`src/rtl/wr_ptr_full_gen_pkg.sv`:
```
// Shared FIFO pointer definitions: default address width and Gray/binary helpers,
// used by both the write-side and read-side pointer blocks.
package wr_ptr_full_gen_pkg;

   localparam int DEFAULT_ADDR_SIZE = 4;
   localparam int MAX_PTR_W         = 17;

   typedef logic [MAX_PTR_W-1:0] ptr_t;

   function automatic ptr_t bin2gray(input ptr_t b);
      return b ^ (b >> 1);
   endfunction

   function automatic ptr_t gray2bin(input ptr_t g);
      ptr_t b;
      b = '0;
      for (int i = 0; i < MAX_PTR_W; i++) b[i] = ^(g >> i);
      return b;
   endfunction

endpackage

```
`src/rtl/wr_ptr_full_gen_if.sv`:
```
// Write-side pointer bus: write request/flag handshake plus the synchronised read pointer.
interface wr_ptr_full_gen_if
   import wr_ptr_full_gen_pkg::*;
#(
   parameter int ADDR_SIZE = DEFAULT_ADDR_SIZE
);
   logic                 winc;
   logic [ADDR_SIZE:0]   r_sync;
   logic                 wovf_clr;
   logic [ADDR_SIZE-1:0] waddr;
   logic [ADDR_SIZE:0]   wptr;
   logic                 wen;
   logic                 wfull;
   logic                 walmost_full;
   logic [ADDR_SIZE:0]   wlevel;
   logic                 wovf;

   modport master (
      output winc, r_sync, wovf_clr,
      input  waddr, wptr, wen, wfull, walmost_full, wlevel, wovf
   );

   modport slave (
      input  winc, r_sync, wovf_clr,
      output waddr, wptr, wen, wfull, walmost_full, wlevel, wovf
   );
endinterface

```
`src/rtl/wr_ptr_full_gen_gray2bin.sv`:
```
// Combinational Gray-to-binary converter: each binary bit is the XOR of all
// Gray bits from the MSB down to that position.
module gray2bin #(
   parameter int WIDTH = 5
) (
   input  logic [WIDTH-1:0] gray,
   output logic [WIDTH-1:0] bin
);

   always_comb begin
      // NOTE: every bit gets a default before the loop, so no partial assignment can infer a latch.
      bin = '0;
      for (int i = 0; i < WIDTH; i++) bin[i] = ^(gray >> i);
   end

endmodule

```
`src/rtl/wr_ptr_full_gen.sv`:
```
// Write-domain pointer and flag generator for an asynchronous FIFO: binary/Gray
// write pointer, registered full, almost-full, fill level and sticky overflow.
module wr_ptr_full_gen
   import wr_ptr_full_gen_pkg::*;
#(
   parameter int ADDR_SIZE = DEFAULT_ADDR_SIZE,
   parameter int AFULL_TH  = 2**ADDR_SIZE - 2
) (
   input  logic             wclk,
   input  logic             wrst,
   wr_ptr_full_gen_if.slave bus
);

   localparam int PTR_W = ADDR_SIZE + 1;

   logic [PTR_W-1:0] wbin;
   logic [PTR_W-1:0] wbnext;
   logic [PTR_W-1:0] wgnext;
   logic [PTR_W-1:0] rbin;
   logic [PTR_W-1:0] full_ptr;
   logic [PTR_W-1:0] level_next;
   logic [PTR_W-1:0] wptr_q;
   logic [PTR_W-1:0] wlevel_q;
   logic             wfull_q;
   logic             walmost_full_q;
   logic             wovf_q;
   logic             wen;

   gray2bin #(.WIDTH(PTR_W)) u_gray2bin (
      .gray (bus.r_sync),
      .bin  (rbin)
   );

   // Gating with wrst keeps the RAM from being written while reset is held,
   // including on the edge that coincides with reset release.
   assign wen        = bus.winc & ~wfull_q & wrst;
   assign wbnext     = wbin + PTR_W'(wen);
   assign wgnext     = PTR_W'(bin2gray(ptr_t'(wbnext)));
   // Full when the write pointer is one lap ahead: top two Gray bits inverted.
   assign full_ptr   = {~bus.r_sync[ADDR_SIZE:ADDR_SIZE-1], bus.r_sync[ADDR_SIZE-2:0]};
   assign level_next = wbnext - rbin;

   always_ff @(posedge wclk or negedge wrst) begin
      if (!wrst) begin
         wbin           <= '0;
         wptr_q         <= '0;
         wfull_q        <= 1'b0;
         walmost_full_q <= 1'b0;
         wlevel_q       <= '0;
         wovf_q         <= 1'b0;
      end else begin
         // NOTE: non-blocking assignments so every register samples pre-edge values.
         wbin           <= wbnext;
         wptr_q         <= wgnext;
         wfull_q        <= (wgnext == full_ptr);
         walmost_full_q <= (level_next >= PTR_W'(AFULL_TH));
         wlevel_q       <= level_next;
         wovf_q         <= (bus.winc & wfull_q) | (wovf_q & ~bus.wovf_clr);
      end
   end

   assign bus.waddr        = wbin[ADDR_SIZE-1:0];
   assign bus.wptr         = wptr_q;
   assign bus.wen          = wen;
   assign bus.wfull        = wfull_q;
   assign bus.walmost_full = walmost_full_q;
   assign bus.wlevel       = wlevel_q;
   assign bus.wovf         = wovf_q;

endmodule

```
`src/flat_wrapper.sv`:
```
// flat-port wrapper written by rule: the top's interface ports become plain ports
module wr_ptr_full_gen_flat import wr_ptr_full_gen_pkg::*;
#(
   parameter int ADDR_SIZE = DEFAULT_ADDR_SIZE,
   parameter int AFULL_TH  = 2**ADDR_SIZE - 2
)
  (wclk, wrst, bus_winc, bus_r_sync, bus_wovf_clr, bus_waddr, bus_wptr, bus_wen, bus_wfull, bus_walmost_full, bus_wlevel, bus_wovf);
  wr_ptr_full_gen_if #(.ADDR_SIZE(ADDR_SIZE)) bus_i ();
  input  logic wclk;
  input  logic wrst;
  input wire logic [$bits(bus_i.winc)-1:0] bus_winc;
  input wire logic [$bits(bus_i.r_sync)-1:0] bus_r_sync;
  input wire logic [$bits(bus_i.wovf_clr)-1:0] bus_wovf_clr;
  output wire logic [$bits(bus_i.waddr)-1:0] bus_waddr;
  output wire logic [$bits(bus_i.wptr)-1:0] bus_wptr;
  output wire logic [$bits(bus_i.wen)-1:0] bus_wen;
  output wire logic [$bits(bus_i.wfull)-1:0] bus_wfull;
  output wire logic [$bits(bus_i.walmost_full)-1:0] bus_walmost_full;
  output wire logic [$bits(bus_i.wlevel)-1:0] bus_wlevel;
  output wire logic [$bits(bus_i.wovf)-1:0] bus_wovf;
  assign bus_i.winc = bus_winc;
  assign bus_i.r_sync = bus_r_sync;
  assign bus_i.wovf_clr = bus_wovf_clr;
  assign bus_waddr = bus_i.waddr;
  assign bus_wptr = bus_i.wptr;
  assign bus_wen = bus_i.wen;
  assign bus_wfull = bus_i.wfull;
  assign bus_walmost_full = bus_i.walmost_full;
  assign bus_wlevel = bus_i.wlevel;
  assign bus_wovf = bus_i.wovf;
  wr_ptr_full_gen #(.ADDR_SIZE(ADDR_SIZE), .AFULL_TH(AFULL_TH)) u_core (.wclk(wclk), .wrst(wrst), .bus(bus_i));
endmodule
```
`config.mk`:
```
export PLATFORM = sky130hd
export DESIGN_NAME = wr_ptr_full_gen_flat
export DESIGN_NICKNAME = d
export VERILOG_FILES = /design/src/rtl/wr_ptr_full_gen_pkg.sv /design/src/rtl/wr_ptr_full_gen_if.sv /design/src/rtl/wr_ptr_full_gen_gray2bin.sv /design/src/rtl/wr_ptr_full_gen.sv /design/src/flat_wrapper.sv
export SDC_FILE = /design/constraint.sdc
export NUM_CORES = 1
export LEC_CHECK = 0
export ABC_CLOCK_PERIOD_IN_PS = 3460
export BUFFER_PORTS_ARGS = -buffer_cell sky130_fd_sc_hd__buf_2
export CAP_MARGIN = 20
export CORE_MARGIN = 2
export CORE_UTILIZATION = 54
export CTS_CLUSTER_DIAMETER = 200
export CTS_CLUSTER_SIZE = 20
export DETAILED_ROUTE_END_ITERATION = 8
export HOLD_SLACK_MARGIN = 0.08
export PLACE_DENSITY = 0.94
export SKIP_LAST_GASP = 1
export SLEW_MARGIN = 20
export SYNTH_ARGS = -nofsm -noshare
export SYNTH_HDL_FRONTEND = slang
export SYNTH_SLANG_ARGS = --single-unit
```
`constraint.sdc`:
```
create_clock -name wclk -period 3.46 [get_ports wclk]
set_input_delay 0.692 -clock wclk [delete_from_list [all_inputs] [get_ports wclk]]
set_output_delay 0.692 -clock wclk [all_outputs]
set_load 0.02 [all_outputs]
```
; Word-level counts from Yosys, hierarchy flattened
; Index checks and enable logic that the tools add are counted.
[totals]
regBits = 18
input_bits = 9
[op_classes]
add_sub_neg = 2
order_cmp = 1
n_eq_ne = 1
bitwise = 9
n_reduce_logical = 5
[ops]
columns = cell, n
row1 = 5-bit parity, 5
row2 = 5-bit by 1-bit adder with 5-bit output, 1
row3 = 5-bit equality test, 1
row4 = 5-bit by 4-bit greater-or-equal comparator with 1-bit output (second input constant), 1
row5 = 5-bit subtractor, 1
row6 = 5-bit by 4-bit XOR with 5-bit output, 1
row7 = 1-bit AND, 4
row8 = 1-bit NOT, 2
row9 = 2-bit NOT, 1
row10 = 1-bit bitwise OR, 1

; Depth between registers and ports, before layout
; Gate-level depths: netlist (run 1).
[depth]
ltp_word = 6
mapped_depth = 10
ltp_nobuf = 10

; Cells and area by module
; A second synthesis (run 1) with hierarchy kept.
[hier_totals]
cells_unflattened = 81
hier_area_um2 = 962.2
[by_module_without_submodules]
columns = module, n_inst, cells_each, area_each_um2
row1 = wr_ptr_full_gen, 1, 76, 888.4
row2 = gray2bin, 1, 5, 73.8

; Least setup slack after synthesis (run 1)
; Ideal clock, no wire load.
[synth_timing]
path_type = input to register
start = input port bus_winc
end = register u_core.walmost_full_q, in the netlist u_core.bus.walmost_full
arrival_time_ns = 2.600
t_required_ns = 3.313
setup_slack_ns = 0.712
stages = 9
path_buffers = 0
path_cell_list = and3b_1 -> ha_1 -> ha_1 -> xor2_1 -> ha_1 -> nor2b_1 -> o21ai_0 -> a21o_1 -> o311ai_0
[synth_via]
elab_chain_len = 5
[synth_rtl]
columns = item, line
row1 = from (decl), flat_wrapper.sv:11  ; input wire logic [$bits(bus_i.winc)-1:0] bus_winc;
row2 = 1-bit AND (2 in series), wr_ptr_full_gen.sv:36  ; assign wen = bus.winc & ~wfull_q & wrst;
row3 = 5-bit by 1-bit adder with 5-bit output, wr_ptr_full_gen.sv:37  ; assign wbnext = wbin + PTR_W'(wen);
row4 = net u_core.wbnext[2], wr_ptr_full_gen.sv:17  ; logic [PTR_W-1:0] wbnext;
row5 = 5-bit subtractor, wr_ptr_full_gen.sv:41  ; assign level_next = wbnext - rbin;
row6 = 5-bit by 4-bit greater-or-equal comparator with 1-bit output, wr_ptr_full_gen.sv:56  ; walmost_full_q <= (level_next >= PTR_W'(AFULL_TH));
row7 = to (signal assigned), wr_ptr_full_gen.sv:56
row8 = to (decl), wr_ptr_full_gen.sv:25  ; logic walmost_full_q;
; The timed path passes the listed nets, and every way through them passes these cells.

; Worst setup path in the final report (run 1)
[layout_timing]
start = input port bus_r_sync[4]
end = register u_core.walmost_full_q, in the netlist u_core.bus.walmost_full
[layout_via]
elab_chain_len = 3
[layout_rtl]
columns = item, line
row1 = from (decl), flat_wrapper.sv:12  ; input wire logic [$bits(bus_i.r_sync)-1:0] bus_r_sync;
row2 = 5-bit parity, wr_ptr_full_gen_gray2bin.sv:13  ; for (int i = 0; i < WIDTH; i++) bin[i] = ^(gray >> i);
row3 = 5-bit subtractor *, wr_ptr_full_gen.sv:41
row4 = net u_core.level_next[2], wr_ptr_full_gen.sv:21  ; logic [PTR_W-1:0] level_next;
row5 = 5-bit by 4-bit greater-or-equal comparator with 1-bit output *, wr_ptr_full_gen.sv:56
; Mark *: on every way through the listed nets, which the timed path passes. The rest lies on a longest branch.

==> summary.txt, run 1 <==
Drt
  • Metal2 WL: 747 um
  • Met3 WL post-DR: 75 um
  • DR DRC count: 0
  • DRT iter0 DRCs: 5
  • DRT Pass-1 Iters: 4
  • Final ANT Viol Nets: 0
  • WL per Instance: 12.5 um
  • Top sig layer: met4
  • Via count: 663
  • Wire length on met1: 719 um
  • DR vias/cell: 5.22
  • Routed WL: 1590 um

Synthesis
  • Synth cell types: 26
  • Post-Synthesis Cells: 80
  • Sequential area share after synthesis: 0.450
  • #FFs+latches synth: 17
  • Syn nets: 96
  • Ys Warns: 0
  • Post-Syn Area: 946 sq um
  • Post-Syn Area per Cell: 11.8 sq um

STA
  • Fin crit period: 2.70 ns
  • Period utilization: 0.781
  • Fin. max-slew vios: 0
  • Setup_tns: 0 ns
  • Final setup fails: 0
  • WHS: 0.353 ns
  • Final hold vios: 0
  • Worst slew pin tran: 0.343 ns
  • Relative slew margins: 0.769
  • RSZ-0062 raised after global routing: false
  • Final Worst Setup Slack: 0.756 ns
  • Clock Skews: 0.00296 ns
  • Max Fclk: 0.370 GHz

CTS
  • Worst-path clk slew: 0.10 ns
  • Total CTS buffers: 3
  • H-tree depth: 1
  • CTS tree: built
  • Clock sinks: 17
  • Clock Latency Late Sink: 0.29 ns
  • Post_cts resized: 0
  • Root Buffer: clkbuf_4
  • CTS hold repair buffers: 0
  • CTS max path bufs: 2
  • Setup Fix Bufs, Post-CTS: 0

Power
  • VDD IR max: 0.406 mV
  • Pleak: 0.592 nW
  • Power density over the cells: 1020 mW/mm^2
  • Pwr Total: 1.15 mW

Placed design
  • Gpl congestion: 0.774
  • Post-DP HPWL: 1280 um
  • Dpl ws: 0.430 ns
  • # port buffers: 26
  • Placed Area: 0.00109 sq mm

Die
  • Cell Rows: 15
  • Die area: 0.00210 sq mm
  • Core area: 0.00169 sq mm
  • Initial core utilization: 0.560
  • IO Pins: 27
  • Die Ht: 45.9 um
  • Die width: 45.9 um

Critical path
  • Most used cell, CP: xnor2_1
  • Worst path max stage delay: 0.43 ns
  • R2r setup slk: 0.88 ns
  • WP data required: 3.65 ns
  • Slowest cell on the critical path: fa_1
  • Worst r2r src: u_core.bus.wfull$_DFF_PN0_
  • R2R Path End: u_core.bus.walmost_full$_DFF_PN0_
  • Worst-path fanout max: 3
  • CP arrival: 2.89 ns
  • Worst Setup End Kind: register
  • Setup CP Type: in2reg
  • Critical path startpoint category: primary input
  • R2R depth: 9
  • Crit-path cells: buf_2 > xnor2_1 > xor2_1 > xor2_1 > xnor2_1 > ha_1 > fa_1 > xnor2_1 > nand2_1 > o311ai_0

Layout
  • Nets: 127
  • Area Growth Syn to Fin: 18.5%
  • Final Instance Area: 0.00112 sq mm
  • Area of the multi-input gates: 479 sq um
  • ANT cells: 0
  • Share of cells above drive strength 1: 0.309
  • Fillers: 127
  • Register Area: 425 sq um

GRT
  • Total GRT Usage: 0.173
  • Initial antenna violation count: 0
  • Pin count of the biggest net entering global routing: 18
  • GRT overflow: 0
  • Vias in the first global route: 604
  • First-pass GRT wire length: 2480 um

Status
  • Status: finished clean

Flow run
  • Max cap viols: 0

Min path
  • Min-Delay Path Class: in2async
## per-layer routing
layer | vias to the layer above | GRT usage
met2 | 21 | 0.275
met5 | - | 0
met4 | 0 | 0.0971
met3 | 6 | 0.0516
met1 | 303 | 0.207
li1 | 333 | -
## cell families (layout without fill, tap and decap cells)
group,Yosys count,in the layout,share of synthesized area
buffers and inverters,9,39,0.0437
AND/OR/NAND/NOR,16,16,0.0992
AO/OA/AOI/OAI,13,13,0.0953
XOR/XNOR,18,18,0.212
flip-flops,17,17,0.450
adder cells (fa/ha/maj),7,7,0.101
## synth_stat cells (all sizes together)
cell,number,area share
xor2,8,0.074
o311ai,1,0.0093
a21boi,3,0.024
fa,1,0.021
buf,1,0.012
o21ai,4,0.021
and4b,1,0.012
a21oi,1,0.0093
and3b,1,0.0093
a31oi,1,0.0066
nand3,3,0.016
dfrtp,17,0.45
or3,2,0.013
ha,6,0.079
nand2,3,0.012
and3,1,0.0079
inv,8,0.032
o21a,1,0.0079
a211o,1,0.0093
nor2,2,0.0079
xnor2,7,0.065
nor2b,2,0.013
xor3,1,0.025
a21o,1,0.0079
nor3b,1,0.0079
xnor3,2,0.048
## critical path, delay by kind of cell
family,cells,cell delay (ns)
adder cells (fa/ha/maj),2,0.65
AND/OR/NAND/NOR,1,0.07
XOR/XNOR,5,1.10
buffers and inverters,1,0.12
AO/OA/AOI/OAI,1,0.25
## sequential cells by signal, summed over array words and instances (netlist names)
signal	cells
u_core.bus.walmost_full	1
u_core.bus.wfull	1
u_core.bus.wlevel	5
u_core.bus.wovf	1
u_core.bus.wptr	4
u_core.wbin	5
## layout by cell type, fill, tap and decap left out, types with 3 or more instances in the layout
master,n
nand3_1,3
a21boi_0,3
o21ai_0,4
xor2_1,8
ha_1,6
xnor2_1,7
inv_1,8
dfrtp_1,17
clkbuf_4,3
buf_2,26
nand2_1,3
## final cells by class
cell class / count / area share
clock buffer: 3 / 0.0201
inverter: 8 / 0.0268
timing repair buffer: 27 / 0.123
sequential: 17 / 0.379
clock inverter: 1 / 0.00446
multi-input combinational: 54 / 0.427
tap: 17 / 0.0190
## through the flow
| step | utilization | cells |
|---|---|---|
| 3_5_place_dp | 0.647 | 123 |
| 4_1_cts | 0.664 | 127 |
| 5_1_grt | 0.664 | 127 |
| 2_1_floorplan | - | 80 |
| 3_3_place_gp | 0.647 | 123 |
| 6_report | 0.664 | 127 |
## report_power, final
group	internal (mW)	leakage (nW)	total (mW)	switching, mW
Sequential	0.300	0.205	0.361	0.0616
Combinational	0.292	0.370	0.680	0.388
Clock	0.0430	0.0177	0.107	0.0643
Total	0.635	0.592	1.15	0.514
## worst max path at each step
stage	startpoint	end	slack (ns)	depth (start not counted)
6_report	bus_r_sync[4]	u_core.bus.walmost_full$_DFF_PN0_	0.76	10
3_3_place_gp	bus_r_sync[4]	u_core.bus.walmost_full$_DFF_PN0_	0.48	10
2_1_floorplan	bus_winc	u_core.bus.walmost_full$_DFF_PN0_	0.71	9
3_5_place_dp	bus_r_sync[4]	u_core.bus.walmost_full$_DFF_PN0_	0.43	10
5_1_grt	bus_r_sync[4]	u_core.bus.walmost_full$_DFF_PN0_	0.55	10
4_1_cts	bus_r_sync[4]	u_core.bus.walmost_full$_DFF_PN0_	0.74	10
Note: power is estimated with default switching activity, not from simulation.
==> inputs of run 2 (changes only) <==
--- a/config.mk
+++ b/config.mk
@@ -5,16 +5,16 @@
 export SDC_FILE = /design/constraint.sdc
 export NUM_CORES = 1
 export LEC_CHECK = 0
-export ABC_CLOCK_PERIOD_IN_PS = 3460
+export ABC_CLOCK_PERIOD_IN_PS = 2600
 export BUFFER_PORTS_ARGS = -buffer_cell sky130_fd_sc_hd__buf_2
 export CAP_MARGIN = 20
 export CORE_MARGIN = 2
-export CORE_UTILIZATION = 54
+export CORE_UTILIZATION = 50
 export CTS_CLUSTER_DIAMETER = 200
 export CTS_CLUSTER_SIZE = 20
 export DETAILED_ROUTE_END_ITERATION = 8
 export HOLD_SLACK_MARGIN = 0.08
-export PLACE_DENSITY = 0.94
+export PLACE_DENSITY = 0.89
 export SKIP_LAST_GASP = 1
 export SLEW_MARGIN = 20
 export SYNTH_ARGS = -nofsm -noshare
==> constraint.sdc (replaced) <==
create_clock -name wclk -period 2.6 [get_ports wclk]
set_input_delay 0.52 -clock wclk [delete_from_list [all_inputs] [get_ports wclk]]
set_output_delay 0.52 -clock wclk [all_outputs]
set_load 0.02 [all_outputs]
==> summary.txt, run 2 (same netlist as run 1, synthesis figures left out) <==
Layout
  • Commonest non-fill, non-tap cell in the layout: buf_2
  • Area Growth Syn to Fin: 30.7%
  • Fillers: 124
  • Final core utilization: 0.708
  • Fin cells: 145
  • Nets: 137
  • Most frequent cells in the layout: buf_2, dfrtp_1, buf_4, inv_1
  • ANT cells: 0
  • Share of cells above drive strength 1: 0.400

Flow run
  • Max cap viols: 0

Critical path
  • Worst-path fanout max: 3
  • Setup CP Type: in2reg
  • WP data required: 2.78 ns
  • Worst Setup End Kind: register
  • CP arrival: 2.69 ns
  • Critical path startpoint category: primary input

Power
  • VDD IR max: 0.620 mV
  • Int Pwr: 0.935 mW
  • Power density over the cells: 1350 mW/mm^2
  • Switching share of power: 0.441
  • Pwr Total: 1.67 mW
  • Pleak: 0.655 nW
  • Reg power frac: 0.289
  • Clock power share: 0.084
  • Comb pwr share: 0.628
  • Sw power: 0.736 mW

Drt
  • WL per Instance: 12.6 um
  • DRT iter0 DRCs: 5
  • Routed WL: 1820 um
  • DR DRC count: 0
  • DR vias/cell: 4.92
  • DRT Pass-1 Iters: 4
  • Via count: 714
  • Final ANT Viol Nets: 0

Die
  • Cell Rows: 15
  • Die Ht: 47.5 um
  • Die width: 47.5 um
  • IO Pins: 27
  • Core area: 0.00175 sq mm
  • Die area: 0.00226 sq mm
  • Initial core utilization: 0.542

GRT
  • GRT overflow: 0
  • Total GRT Usage: 0.187
  • Vias in the first global route: 695
  • Pin count of the biggest net entering global routing: 18
  • First-pass GRT wire length: 2860 um
  • Initial antenna violation count: 0

Placed design
  • Gpl congestion: 0.759
  • Post-DP HPWL: 1440 um
  • # port buffers: 26
  • Dpl ws: -0.331 ns
  • Placed instance count: 140

CTS
  • CTS max path bufs: 2
  • Total CTS buffers: 3
  • CTS tree: built
  • Clock sinks: 17
  • Clock Latency Late Sink: 0.29 ns
  • Worst-path clk slew: 0.10 ns
  • Root Buffer: clkbuf_4
  • H-tree depth: 1

STA
  • Setup_tns: 0 ns
  • Clock Skews: 0.00617 ns
  • Final Worst Setup Slack: 0.0959 ns
  • Max Fclk: 0.399 GHz
  • Final hold vios: 0
  • Period utilization: 0.963
  • Final setup fails: 0
  • Fin. max-slew vios: 0
  • Worst slew pin tran: 0.361 ns
  • Relative slew margins: 0.757
  • Fin crit period: 2.50 ns

Status
  • Status: finished clean

Min path
  • Min-Delay Path Class: in2async
[run 2: final cells by class]
class                           count  area, sq um  area share
Clock buffer                        3         22.5      0.0182
Clock inverter                      1         5.00     0.00405
Inverter                            8         30.0      0.0243
Multi-Input combinational cell     54          509       0.412
Sequential cell                    17          425       0.344
Tap cell                           25         31.3      0.0253
Timing Repair Buffer               37          213       0.172
[run 2: power groups by stage]
stage                     clock network [mW]  logic, mW  registers (mW)
after floorplan                            0      0.539           0.633
after global placement                     0      0.961           0.484
after detailed placement                   0       1.01           0.489
after CTS                              0.144       1.03           0.483
after global routing                   0.155       1.15           0.502
final                                  0.140       1.05           0.482
[run 2: repair_timing]
item	CTS	global route
buffers inserted	1	0
pin swaps	1	2
gates resized for setup	0	4
setup endpoints to repair	1	2
hold buffers	0	0
[run 2: worst paths after layout]
path,startpoint,depth (start not counted),endpoint,slack (ns)
min,wrst,2,u_core.bus.wlevel[0]$_DFF_PN0_,0.19
max reg2reg,u_core.bus.wfull$_DFF_PN0_,8,u_core.bus.walmost_full$_DFF_PN0_,0.15
max in group asynchronous,wrst,2,u_core.bus.wptr[0]$_DFF_PN0_,2.22
min reg2reg,u_core.bus.wfull$_DFF_PN0_,2,u_core.bus.wovf$_DFF_PN0_,0.52
max,bus_r_sync[4],11,u_core.bus.walmost_full$_DFF_PN0_,0.1
min in group wclk,bus_wovf_clr,2,u_core.bus.wovf$_DFF_PN0_,0.40
[run 2: worst max-delay path, stage by stage]
cell and delay, ns:
buf_2 0.13, xnor2_2 0.24, xor2_2 0.25, xor2_2 0.23
xnor2_1 0.09, ha_1 0.21, fa_1 0.46, nor2b_1 0.14
o21ai_0 0.12, a21o_1 0.21, o311ai_0 0.09
[run 2: per-stage QoR]
stage / hold slack [ns] / instance area (sq um)
2_1_floorplan: 0.224 / 946
3_3_place_gp: 0.480 / 1170
3_5_place_dp: 0.495 / 1170
4_1_cts: 0.188 / 1210
5_1_grt: 0.202 / 1240
6_report: 0.192 / 1240
[run 2: metal layers]
metal / track usage / vias up / wire, um
li1: - / 350 / -
met1: 0.212 / 334 / 765
met2: 0.327 / 23 / 937
met3: 0.0415 / 7 / 70
met4: 0.100 / 0 / 46
met5: 0 / - / 0
